## src/rtl/arm7tdmi_shift_pipe.sv

```systemverilog
// ARM7TDMI operand-2 barrel shifter: LSL/LSR/ASR/ROR, RRX, #0 re-encodings, register amounts >= DATA_W.
// Latency: 1 cycle; 2 cycles when ARM7_SHIFT_PIPE2_EN is defined (register between decode A and shift B).
// Backpressure: valid/ready; a stalled result holds stable, flush drops everything in flight, in_ready follows out_ready.
module arm7tdmi_shift_pipe #(
    parameter int DATA_W = 32,
    parameter int AMT_W  = 8,
    parameter int TAG_W  = 4
) (
    input  logic              clk,
    input  logic              rst,
    input  logic              flush,
    input  logic              in_valid,
    output logic              in_ready,
    input  logic [DATA_W-1:0] in_data,
    input  logic [1:0]        in_type,
    input  logic [AMT_W-1:0]  in_amount,
    input  logic              in_imm,
    input  logic              in_carry,
    input  logic [TAG_W-1:0]  in_tag,
    output logic              out_valid,
    input  logic              out_ready,
    output logic [DATA_W-1:0] out_data,
    output logic              out_carry,
    output logic [TAG_W-1:0]  out_tag
);
    localparam int          L   = $clog2(DATA_W);
    localparam int          EW  = L + 1;
    localparam logic [31:0] W32 = DATA_W;

    typedef enum logic [1:0] {SH_LSL = 2'd0, SH_LSR = 2'd1, SH_ASR = 2'd2, SH_ROR = 2'd3} shift_type_t;

    typedef struct packed {
        shift_type_t       typ;
        logic [EW-1:0]     amt;
        logic              pass;
        logic              rrx;
        logic              zero;
        logic              cin;
        logic [DATA_W-1:0] data;
        logic [TAG_W-1:0]  tag;
    } dec_t;

    dec_t        dec;
    dec_t        sh;
    logic        sh_vld;
    logic        out_adv;
    logic        take;
    logic [31:0] n_reg;
    logic [L-1:0] n_imm;
    shift_type_t in_t;

    // Stage A: fold every special amount into (amt 0..W, pass, rrx, zero) so stage B is a plain shift.
    always_comb begin
        in_t     = shift_type_t'(in_type);
        n_reg    = 32'(in_amount);
        n_imm    = in_amount[L-1:0];
        dec      = '0;
        dec.typ  = in_t;
        dec.cin  = in_carry;
        dec.data = in_data;
        dec.tag  = in_tag;
        if (in_imm) begin
            dec.amt = EW'(n_imm);
            if (n_imm == '0) begin
                case (in_t)
                    SH_LSL:  dec.pass = 1'b1;
                    SH_ROR:  dec.rrx  = 1'b1;
                    default: dec.amt  = EW'(DATA_W);
                endcase
            end
        end else if (n_reg == '0) begin
            dec.pass = 1'b1;
        end else begin
            case (in_t)
                SH_ASR:  dec.amt = (n_reg >= W32) ? EW'(DATA_W) : n_reg[EW-1:0];
                SH_ROR:  dec.amt = EW'(n_reg[L-1:0]);
                default: begin
                    dec.amt  = n_reg[EW-1:0];
                    dec.zero = (n_reg > W32);
                end
            endcase
        end
    end

    assign out_adv = !out_valid || out_ready;

`ifdef ARM7_SHIFT_PIPE2_EN
    logic a_vld;
    dec_t a_q;

    assign sh       = a_q;
    assign sh_vld   = a_vld;
    assign in_ready = !flush && (!a_vld || out_adv);

    always_ff @(posedge clk) begin
        if (rst || flush) begin
            a_vld <= 1'b0;
        end else if (in_ready) begin
            a_vld <= in_valid;
        end
    end

    always_ff @(posedge clk) begin
        if (in_valid && in_ready) begin
            a_q <= dec;
        end
    end
`else
    assign sh       = dec;
    assign sh_vld   = in_valid;
    assign in_ready = !flush && out_adv;
`endif

    assign take = sh_vld && out_adv && !flush;

    // Stage B: the extra bit beside the operand catches the last bit shifted out, i.e. the carry.
    logic [DATA_W:0]        lsl_w;
    logic [DATA_W:0]        lsr_w;
    logic signed [DATA_W:0] asr_w;
    logic [DATA_W-1:0]      ror_w;
    logic [DATA_W-1:0]      res_data;
    logic                   res_carry;

    always_comb begin
        lsl_w     = {1'b0, sh.data} << sh.amt;
        lsr_w     = {sh.data, 1'b0} >> sh.amt;
        asr_w     = $signed({sh.data, 1'b0}) >>> sh.amt;
        ror_w     = DATA_W'({sh.data, sh.data} >> sh.amt);
        res_data  = sh.data;
        res_carry = sh.cin;
        if (sh.pass) begin
            res_data  = sh.data;
            res_carry = sh.cin;
        end else if (sh.rrx) begin
            res_data  = {sh.cin, sh.data[DATA_W-1:1]};
            res_carry = sh.data[0];
        end else if (sh.zero) begin
            res_data  = '0;
            res_carry = 1'b0;
        end else begin
            case (sh.typ)
                SH_LSL: begin
                    res_data  = lsl_w[DATA_W-1:0];
                    res_carry = lsl_w[DATA_W];
                end
                SH_LSR: begin
                    res_data  = lsr_w[DATA_W:1];
                    res_carry = lsr_w[0];
                end
                SH_ASR: begin
                    res_data  = asr_w[DATA_W:1];
                    res_carry = asr_w[0];
                end
                default: begin
                    res_data  = ror_w;
                    res_carry = ror_w[DATA_W-1];
                end
            endcase
        end
    end

    always_ff @(posedge clk) begin
        if (rst) begin
            out_valid <= 1'b0;
            out_data  <= '0;
            out_carry <= 1'b0;
            out_tag   <= '0;
        end else begin
            if (flush) begin
                out_valid <= 1'b0;
            end else if (out_adv) begin
                out_valid <= sh_vld;
            end
            if (take) begin
                out_data  <= res_data;
                out_carry <= res_carry;
                out_tag   <= sh.tag;
            end
        end
    end
endmodule

```

## config.mk

```make
export PLATFORM = sky130hd
export DESIGN_NAME = arm7tdmi_shift_pipe
export DESIGN_NICKNAME = d
export VERILOG_FILES = /design/src/rtl/arm7tdmi_shift_pipe.sv
export SDC_FILE = /design/constraint.sdc
export NUM_CORES = 1
export LEC_CHECK = 0
export CELL_PAD_IN_SITES_DETAIL_PLACEMENT = 2
export CELL_PAD_IN_SITES_GLOBAL_PLACEMENT = 2
export CORE_MARGIN = 2
export CORE_UTILIZATION = 36
export DETAILED_ROUTE_END_ITERATION = 8
export PLACE_DENSITY_LB_ADDON = 0.2
export RECOVER_POWER = 50
export SYNTH_ARGS = -nofsm -noshare
export SYNTH_HDL_FRONTEND = slang
export SYNTH_SLANG_ARGS = --single-unit
```

## constraint.sdc

```tcl
create_clock -name clk -period 8.9 [get_ports clk]
set_input_delay 2.225 -clock clk [delete_from_list [all_inputs] [get_ports clk]]
set_output_delay 2.225 -clock clk [all_outputs]
set_load 0.02 [all_outputs]
```

# After elaboration in Yosys (flattened, before gate mapping)
# Index checks and enable logic that the tools add are counted.
dict set report totals {
  regBits 38
  output_inout_bits 39
}
dict set report op_classes {
  magnitude_cmp 2
  eq_ne 3
  shifts 4
  n_mux 21
  n_reduce_logical 12
}
# op n
set op_table {}
lappend op_table {{$mux 32} 3}
lappend op_table {{$pmux 32 s3} 1}
lappend op_table {{$shr 64x6->32} 1}
lappend op_table {{$shl 32x6->33} 1}
lappend op_table {{$shr 33x6->33} 1}
lappend op_table {{$sshr 33x6->33} 1}
lappend op_table {{$mux 6} 3}
lappend op_table {{$pmux 6 s2} 1}
lappend op_table {{$mux 1} 10}
lappend op_table {{$ge 8x6->1 const B} 1}
lappend op_table {{$gt 8x6->1 const B} 1}
lappend op_table {{$logic_not 8->1} 1}
lappend op_table {{$mux 8} 1}
lappend op_table {{$mux 7} 1}
lappend op_table {{$reduce_or 2->1} 3}
lappend op_table {{$logic_not 5->1} 1}
lappend op_table {{$eq 2x2->1 const B} 2}
lappend op_table {{$logic_and 1x1->1} 3}
lappend op_table {{$pmux 1 s3} 1}
lappend op_table {{$eq 2x1->1 const B} 1}
lappend op_table {{$logic_not 1->1} 2}
lappend op_table {{$logic_not 2->1} 1}
lappend op_table {{$logic_or 1x1->1} 1}

# Longest topological paths before layout
# Gate-level depths: netlist (run 1).
dict set report depth {
  ltp_word 10
  depth_mapped 14
  ltp_nobuf 10
}

# Least setup slack after synthesis (run 1)
# No wires, ideal clock.
dict set report synth_timing {
  path_kind {input -> output}
  from {input port out_ready}
  to {output port in_ready}
  t_arrival_ps 2593
  t_required_ps 6675
  path_slack_ps 4082
  stages 2
  path_buffers 0
  cell_sequence {nor2b_1 -> nor2_1}
}
dict set report synth_via {
  elab_chain_len 2
}
# element line_no
set synth_lines {}
lappend synth_lines {{start, declared} 21} ;# input logic out_ready,
lappend synth_lines {{$logic_or 1x1->1} 85} ;# assign out_adv = !out_valid || out_ready;
lappend synth_lines {{$logic_and 1x1->1} 111} ;# assign in_ready = !flush && out_adv;
lappend synth_lines {{end, declared} 13} ;# output logic in_ready,
# No other way between the ends.

# Worst setup path in the final report (run 1)
dict set report layout_timing {
  from {input port in_type[0]}
  to {register out_data[25]}
}
dict set report layout_via {
  elab_chain_len 10
  elab_cells_between_ends 25
  classes_between {eq/ne (3); shift (4); mux (15); reduce/logical (3)}
}
# element line_no
set layout_lines {}
lappend layout_lines {{start, declared} 15} ;# input logic [1:0] in_type,
lappend layout_lines {{$eq 2x2->1 / $logic_not 2->1 (equally long branches)} {65, 74, 141}}
lappend layout_lines {{$reduce_or 2->1 (no line)} -}
lappend layout_lines {{$mux 6} 65} ;# case (in_t)
lappend layout_lines {{$mux 8} 64} ;# if (n_imm == '0) begin
lappend layout_lines {{$mux 7} 62} ;# if (in_imm) begin
lappend layout_lines {{$shr 64x6->32, or another cell as far along} 128} ;# ror_w = DATA_W'({sh.data, sh.data} >> sh.amt);
lappend layout_lines {{$pmux 32 s3} 141} ;# case (sh.typ)
lappend layout_lines {{$mux 32} 137} ;# end else if (sh.zero) begin
lappend layout_lines {{$mux 32} 134} ;# end else if (sh.rrx) begin
lappend layout_lines {{$mux 32 (*)} 131} ;# if (sh.pass) begin
lappend layout_lines {{end signal, assigned} 175} ;# out_data <= res_data;
lappend layout_lines {{end, declared} 22} ;# output logic [DATA_W-1:0] out_data,
# Every way passes the cells marked *; elsewhere a longest branch is shown, timed or not.
# A chain may end at the register's enable or synchronous reset.

==> qor_table.md, run 1 <==
| Item | Reported | Unit |
|---|---|---|
| Run status | finished with violations | - |
| Violations in the final reports | max-capacitance violations, max-slew violations | - |
| Seq cells post-synth | 38 | - |
| Core area | 25,100 | um2 |
| GP Congestion | 1.04 | - |
| Required time reported for the critical path endpoint | 8.97 | ns |
| Share of synthesized area occupied by flip-flops and latches | 8.29 | % |
| Number of buffers created by CTS | 5 | - |
| Cell accounting for the most synthesized area | dfxtp_1 | - |
| Clock transition at the registers of the reported paths | 0.08 | ns |
| Net count of the finished layout | 1,428 | - |
| Routed wire length | 68,000 | um |
| Crit path capture type | flop | - |
| Hold Crit Class | flop to flop | - |
| Startpoint of the lowest-slack register-to-register path | out_valid | - |
| Number of distinct library cell variants in the gate-level netlist after synthesis | 87 | - |
| Highest achievable clock rate | 0.146 | GHz |
| Transition time at the pin with the least slew margin | 2.27 | ns |
| Post-synthesis mux area share | 8.64 | % |
| Final setup skew | 0.00361 | ns |
| Area fraction in compound gates after synthesis | 48.7 | % |
| Violation count after the first detailed-routing iteration | 2,171 | - |
| Remaining DRCs | 0 | - |
| Static leakage | 0.00354 | uW |
| Post-detailed-route count of antenna-violating nets | 0 | - |
| Total of buffers placed on input and output ports | 91 | - |
| Critical path launch point type | input port | - |
| Tmin final | 6.83 | ns |
| Aggregate negative setup slack | 0 | ns |
| Starting utilization of the core area | 36.5 | % |
| Number of maximum-capacitance constraint violations | 1 | - |
| Highest net fanout along the worst path | 37 | - |
| Total standard cell area after synthesis | 9180 | um2 |
| Cts-stage hold buffer count | 0 | - |
| Number of nets in the synthesized netlist | 1,446 | - |
| Worst-case register-to-register setup slack | 6.12 | ns |
| Count leader, synth | nor2_1 | - |
| GRT met3 Usage | 14.0 | % |
| Clock root buffer | clkbuf_16 | - |
| Destination of the critical timing path | out_data[25] | - |
| Dominant synthesized flop cell | dfxtp_1 | - |
| FP Rows | 58 | - |
| Path type of the worst setup path | input port to flop | - |
| Total design power | 1180 | uW |
| Top-Level Pins | 92 | - |
| Share of async-settable or async-resettable flops after synthesis | 0 | % |
| Area share of the largest cell type after synthesis | 8.29 | % |
| Number of setup buffers added after CTS | 0 | - |
| Setup repair after global routing missed its margin | false | - |
| Final number of max-transition violations | 41 | - |
| Arrival time worst endpoint | 6.90 | ns |
| DR pass1 iterations | 6 | - |
| Maximum count of clock buffers along a single path | 2 | - |
| Die width | 164 | um |
| Htree depth | 2 | - |
| Die area | 26,800 | um2 |
| Pwr Density | 114 | nW/um2 |
| GRT met1 Usage | 62.6 | % |
| Combinational family with the most area after synthesis | compound AO/OA/AOI/OAI gates | - |
| Top cells by area in the synthesized netlist | dfxtp_1, nor2_1, o21ai_0 | - |
| Launching instance or port of the critical path | in_type[0] | - |
| DP HPWL | 47,900 | um |
| Ratio of final minimum period to clock period | 76.7 | % |
| Total grt overflow | 0 | - |
| Routed vias/inst | 8.02 | - |
| Count of yosys warnings during synthesis | 0 | - |
| Largest net degree at the start of global routing | 72 | - |
| Fraction of final layout cells sized beyond drive strength 1 | 10.7 | % |
| Busiest metal layer after global routing | met2 | - |
| Post-Synth Simple-Gate Area | 24.2 | % |
| Adder and majority cell fraction of the synthesized area | 0.682 | % |
| Max_slew headroom | -51.2 | % |
| Post-CTS Resized | 0 | - |
| CTS tree | yes | - |
| Vias in the first global route | 13,600 | - |
| Worst hold slack | 0.460 | ns |
| Synth Instances | 1,388 | - |
| Antenna violations before repair | 2 | - |
| Maximum VDD drop | 79.5 | uV |
| Cell types with the highest counts after synthesis | nor2_1, nand2_1, o21ai_0 | - |
| Endpoints failing hold | 0 | - |
| Path depth of the worst reg2reg path | 9 | - |
| Final number of setup-violating endpoints | 0 | - |
| First-pass GRT wire length | 97,300 | um |
| Total clock sinks | 38 | - |
| Reg-to-reg endpoint | out_data[22] | - |
| Count of flip-flops with a built-in enable after synthesis | 0 | - |
| Met2 capacity usage during global routing | 73.1 | % |
| Synthesized-area fraction occupied by xor and xnor cells | 0 | % |
| Area growth syn-to-layout | 12.9 | % |
| Average routed wire per standard cell | 39.9 | um |
| Mean instance size in the synthesized netlist | 6.61 | um2 |
| Worst-skew pair later-pin latency | 0.29 | ns |
| Total number of vias | 13,700 | - |
| GRT Resource Usage Total | 50.0 | % |
| Die Y | 164 | um |
[worst min path at each step]
stage	startpoint	end	slack [ns]	cells past startpoint
6_report	out_tag[0]	out_tag[0]	0.46	2
5_1_grt	out_tag[0]	out_tag[0]	0.49	2
4_1_cts	out_tag[0]	out_tag[0]	0.46	2
3_5_place_dp	out_tag[0]	out_tag[0]	0.45	2
3_3_place_gp	out_tag[3]	out_tag[3]	0.44	2
2_1_floorplan	out_tag[0]	out_tag[0]	0.53	2
[kinds of logic (layout without fill, tap and decap cells)]
logic type | after synthesis | in the layout
buffers and inverters | 188 | 171
AO/OA/AOI/OAI | 623 | 623
adder cells (fa/ha/maj) | 5 | 5
other | 0 | 3
multiplexers | 70 | 70
AND/OR/NAND/NOR | 464 | 464
flip-flops | 38 | 38
[per-stage QoR]
step	setup WS [ns]	util [%]	instance area, um2	instances
floorplan	4.08	-	9180	1388
global placement	2.14	40.5	10200	1693
detailed placement	2.07	40.5	10200	1693
CTS	2.36	41.2	10400	1701
global route	1.92	41.2	10400	1701
finish	2.07	41.3	10400	1704
[worst max-delay path, stage by stage]
cell	delay (ns)
clkdlybuf4s50_1	0.47
inv_1	0.11
ha_1	0.58
or3b_2	0.75
nor2_2	0.38
buf_4	0.51
o2bb2ai_1	0.21
o21ai_0	0.29
o21ai_0	0.28
a32o_1	0.29
o41ai_1	0.60
a211oi_1	0.17
[placed cells by master (no fill, tap or decap), types with 36 or more instances in the layout]
master	Yosys	final
buf_4	11	52
nand3_1	42	42
mux2i_1	41	41
o211ai_1	55	55
nor2_1	129	127
dlygate4sd3_1	0	37
nor3_1	49	47
o21ai_0	96	96
nand2_1	127	127
clkdlybuf4s50_1	0	52
a21oi_1	90	89
a31oi_1	36	36
dfxtp_1	38	38
[sequential cells by signal, summed over array words and instances (netlist names)]
signal / count
out_data: 32
out_tag: 4
out_carry: 1
out_valid: 1
[routing by layer]
layer  vias to the layer above  routed length, um
met2                      1090              28000
met3                       333               8720
met5                         -                  9
met1                      6825              25300
met4                         2               5990
li1                       5422                  -
[power breakdown]
| group | internal [uW] | switching, uW | total (uW) |
|---|---|---|---|
| clock network | 162 | 95.2 | 257 |
| registers | 183 | 8.59 | 191 |
| logic | 215 | 516 | 731 |
[final cells by class]
cell class	count	area, um2
fill	3073	14800
multi-input combinational	1162	7600
timing repair buffer	143	1310
sequential	38	761
tap	330	413
clock buffer	5	125
inverter	20	75.1
clock inverter	3	68.8
antenna	3	7.51
(Power assumes the default switching activity.)
==> inputs of run 2 (changes only) <==
--- a/config.mk
+++ b/config.mk
@@ -8,7 +8,7 @@
 export CELL_PAD_IN_SITES_DETAIL_PLACEMENT = 2
 export CELL_PAD_IN_SITES_GLOBAL_PLACEMENT = 2
 export CORE_MARGIN = 2
-export CORE_UTILIZATION = 36
+export CORE_UTILIZATION = 30
 export DETAILED_ROUTE_END_ITERATION = 8
 export PLACE_DENSITY_LB_ADDON = 0.2
 export RECOVER_POWER = 50
==> constraint.sdc (replaced) <==
create_clock -name clk -period 5.8 [get_ports clk]
set_input_delay 1.45 -clock clk [delete_from_list [all_inputs] [get_ports clk]]
set_output_delay 1.45 -clock clk [all_outputs]
set_load 0.02 [all_outputs]
==> run 2 against run 1 <==
The flow still finishes with violations (max-capacitance violations, max-slew violations); final area is 6.1% higher; via count is 1.1% higher; clock power is 20% higher; first-iteration DRC count is 9.2% lower; non-clock buffer count is 68 higher; critical path type unchanged; die area is 19% higher; worst hold slack worse by 0.0024 ns; total power is 52% higher.
==> qor_table.md, run 2 (synthesized netlist as in run 1, its figures left out) <==
| Item | Reported | Unit | Change |
|---|---|---|---|
| Run status | finished with violations | - | unchanged |
| Violations in the final reports | max-capacitance violations, max-slew violations | - | unchanged |
| Cell area after layout | 11,000 | um2 | was 10,400 um2 |
| Delay contributed by the slowest stage of the critical path | 0.78 | ns | was 0.75 ns |
| Ratio of final minimum period to clock period | 91.6 | % |  |
| Final setup skew | 0.00307 | ns | was 0.00361 ns |
| Flip-flop count of the largest register, all copies and words added | 32 | - | unchanged |
| Violation count after the first detailed-routing iteration | 1,971 | - | was 2,171 |
| Leading cell type in the layout, fill and taps excluded | nor2_1 | - |  |
| Required time reported for the critical path endpoint | 5.99 | ns | was 8.97 ns |
| Starting utilization of the core area | 30.2 | % | was 36.5% |
| DP HPWL | 53,100 | um | was 47,900 um |
| Leading registers by flop count | out_data (32), out_tag (4) | - | unchanged |
| GP Congestion | 1.08 | - | was 1.04 |
| Path type of the worst setup path | input port to flop | - | unchanged |
| Maximum VDD drop | 106 | uV | was 79.5 uV |
| Post-detailed-route count of antenna-violating nets | 0 | - | unchanged |
| Htree depth | 2 | - | unchanged |
| Final number of max-transition violations | 40 | - | was 41 |
| Routed vias/inst | 7.50 | - | was 8.02 |
| Ordered list of cells on the worst path | clkdlybuf4s50_1 > ha_1 > or3b_2 > o21ai_2 > mux2i_1 > mux2_2 > o21ai_0 > a221oi_1 > buf_4 > o32ai_1 | - | was clkdlybuf4s50_1 > inv_1 > ha_1 > or3b_2 > nor2_2 > buf_4 > o2bb2ai_1 > o21ai_0 > o21ai_0 > a32o_1 > o41ai_1 > a211oi_1 |
| Net count of the finished layout | 1,496 | - | was 1,428 |
| Number of buffers created by CTS | 5 | - | unchanged |
| Average routed wire per standard cell | 38.6 | um | was 39.9 um |
| Sequential standard cell area | 761 | um2 | unchanged |
| FP Rows | 64 | - | was 58 |
| Top-Level Pins | 92 | - | unchanged |
| Remaining DRCs | 0 | - | unchanged |
| Most frequent cells in the layout | nor2_1, nand2_1, buf_4 | - | was nor2_1, nand2_1, o21ai_0 |
| Hold Startpoint | out_tag[0] | - | unchanged |
| Multi-input combinational cell area | 7600 | um2 | about the same |
| Number of setup buffers added after CTS | 0 | - | unchanged |
| GRT Resource Usage Total | 43.8 | % | was 50.0% |
| DR pass1 iterations | 6 | - | unchanged |
| Total grt overflow | 0 | - | unchanged |
| Reg-to-reg endpoint | out_data[22] | - | unchanged |
| Pwr Density | 163 | nW/um2 | was 114 nW/um2 |
| Register ranked first by flip-flop count | out_data | - | unchanged |
| Final standard cell count with taps included and fillers excluded | 1,843 | - | was 1,704 |
| Worst hold slack | 0.457 | ns | was 0.460 ns |
| Startpoint of the lowest-slack register-to-register path | out_valid | - | unchanged |
| Number of maximum-capacitance constraint violations | 1 | - | unchanged |
| Number of filler cells placed in the layout | 3,709 | - | was 3,073 |
| Routed wire length | 71,100 | um | was 68,000 um |
| Worst slack at placement | 0.291 | ns | was 2.07 ns |
| Largest net degree at the start of global routing | 67 | - | was 72 |
| Post-CTS Resized | 0 | - | unchanged |
| Endpoints failing hold | 0 | - | unchanged |
| Critical path launch point type | input port | - | unchanged |
| Total clock sinks | 38 | - | unchanged |
| Transition time at the pin with the least slew margin | 2.05 | ns | was 2.27 ns |
| Static leakage | 0.00387 | uW | was 0.00354 uW |
| Worst-case register-to-register setup slack | 2.99 | ns | was 6.12 ns |
| Area growth syn-to-layout | 19.8 | % | was 12.9% |
| Clock transition at the registers of the reported paths | 0.07 | ns | was 0.08 ns |
| First-pass GRT wire length | 101,000 | um | was 97,300 um |
| Aggregate negative setup slack | 0 | ns | unchanged |
| Slowest cell on the critical path | o21ai_2 | - | was or3b_2 |
| Crit path capture type | flop | - | unchanged |
| Tmin final | 5.32 | ns |  |
| CTS tree | yes | - | unchanged |
| Core area | 30,300 | um2 | was 25,100 um2 |
| Total number of vias | 13,800 | - | was 13,700 |
| Vias in the first global route | 13,800 | - | was 13,600 |
| Final number of setup-violating endpoints | 0 | - | unchanged |
| Count of placed standard cells including taps | 1,827 | - | was 1,693 |
| Worst-skew pair later-pin latency | 0.29 | ns | about the same |
| Path depth of the worst reg2reg path | 8 | - | was 9 |
| Worst Slack Setup Final | 0.485 | ns | was 2.07 ns |
| Maximum count of clock buffers along a single path | 2 | - | unchanged |
| Die width | 179 | um | was 164 um |
| Highest achievable clock rate | 0.188 | GHz |  |
| Min-Delay Path Depth | 2 | - | unchanged |
| Antenna violations before repair | 5 | - | was 2 |
| Hold Crit Class | flop to flop | - | unchanged |
| Fraction of final layout cells sized beyond drive strength 1 | 14.8 | % | was 10.7% |
| Area after detailed placement | 10,800 | um2 | was 10,200 um2 |
| Max_slew headroom | -36.6 | % | was -51.2% |
| Clock root buffer | clkbuf_16 | - | unchanged |
| Highest net fanout along the worst path | 15 | - | was 37 |
| Cts-stage hold buffer count | 0 | - | unchanged |
| Die Y | 179 | um | was 164 um |
| Setup repair after global routing missed its margin | false | - | unchanged |
| Total of buffers placed on input and output ports | 91 | - | unchanged |
| Die area | 32,000 | um2 | was 26,800 um2 |
| Arrival time worst endpoint | 5.51 | ns | was 6.90 ns |
| Worst-case hold path end point | out_tag[0] | - | unchanged |
run 2: worst max path at each step:
stage	startpoint	to	slack, ns	cells past startpoint
floorplan	in_type[0]	out_carry	1.90	12
global placement	in_type[0]	out_data[21]	0.36	14
detailed placement	in_type[0]	out_data[13]	0.29	11
CTS	in_type[0]	out_data[13]	0.58	11
global route	in_type[1]	out_data[25]	0.34	10
finish	in_type[0]	out_data[30]	0.48	10
run 2: where the power goes:
group | total (uW) | switching (uW) | internal [uW]
Combinational | 1180 | 815 | 370
Clock | 309 | 137 | 171
Sequential | 294 | 13.7 | 280
run 2: metrics by stage:
stage / utilization [%] / power (uW)
floorplan: - / 910
global placement: 35.7 / 1420
detailed placement: 35.7 / 1430
CTS: 36.2 / 1740
global route: 36.2 / 1820
finish: 36.2 / 1790
run 2: layout make-up:
type / instances / area share [%]
Antenna cell: 8 / 0.182
Clock buffer: 6 / 1.26
Clock inverter: 2 / 0.114
Inverter: 20 / 0.683
Multi-Input combinational cell: 1162 / 69.1
Sequential cell: 38 / 6.92
Tap cell: 396 / 4.51
Timing Repair Buffer: 211 / 17.2
run 2: critical path, delay by kind of cell:
kind	cells	cell delay [ns]
buffers and inverters	2	0.67
adder cells (fa/ha/maj)	1	0.31
multiplexers	2	0.48
AND/OR/NAND/NOR	1	0.71
AO/OA/AOI/OAI	4	1.87
run 2: metal layers:
metal	wire length (um)	up-vias	GRT usage, %
li1	-	5550	-
met1	28600	6990	57.3
met2	30200	1013	65.2
met3	6800	272	8.57
met4	5470	0	28.4
met5	0	-	0
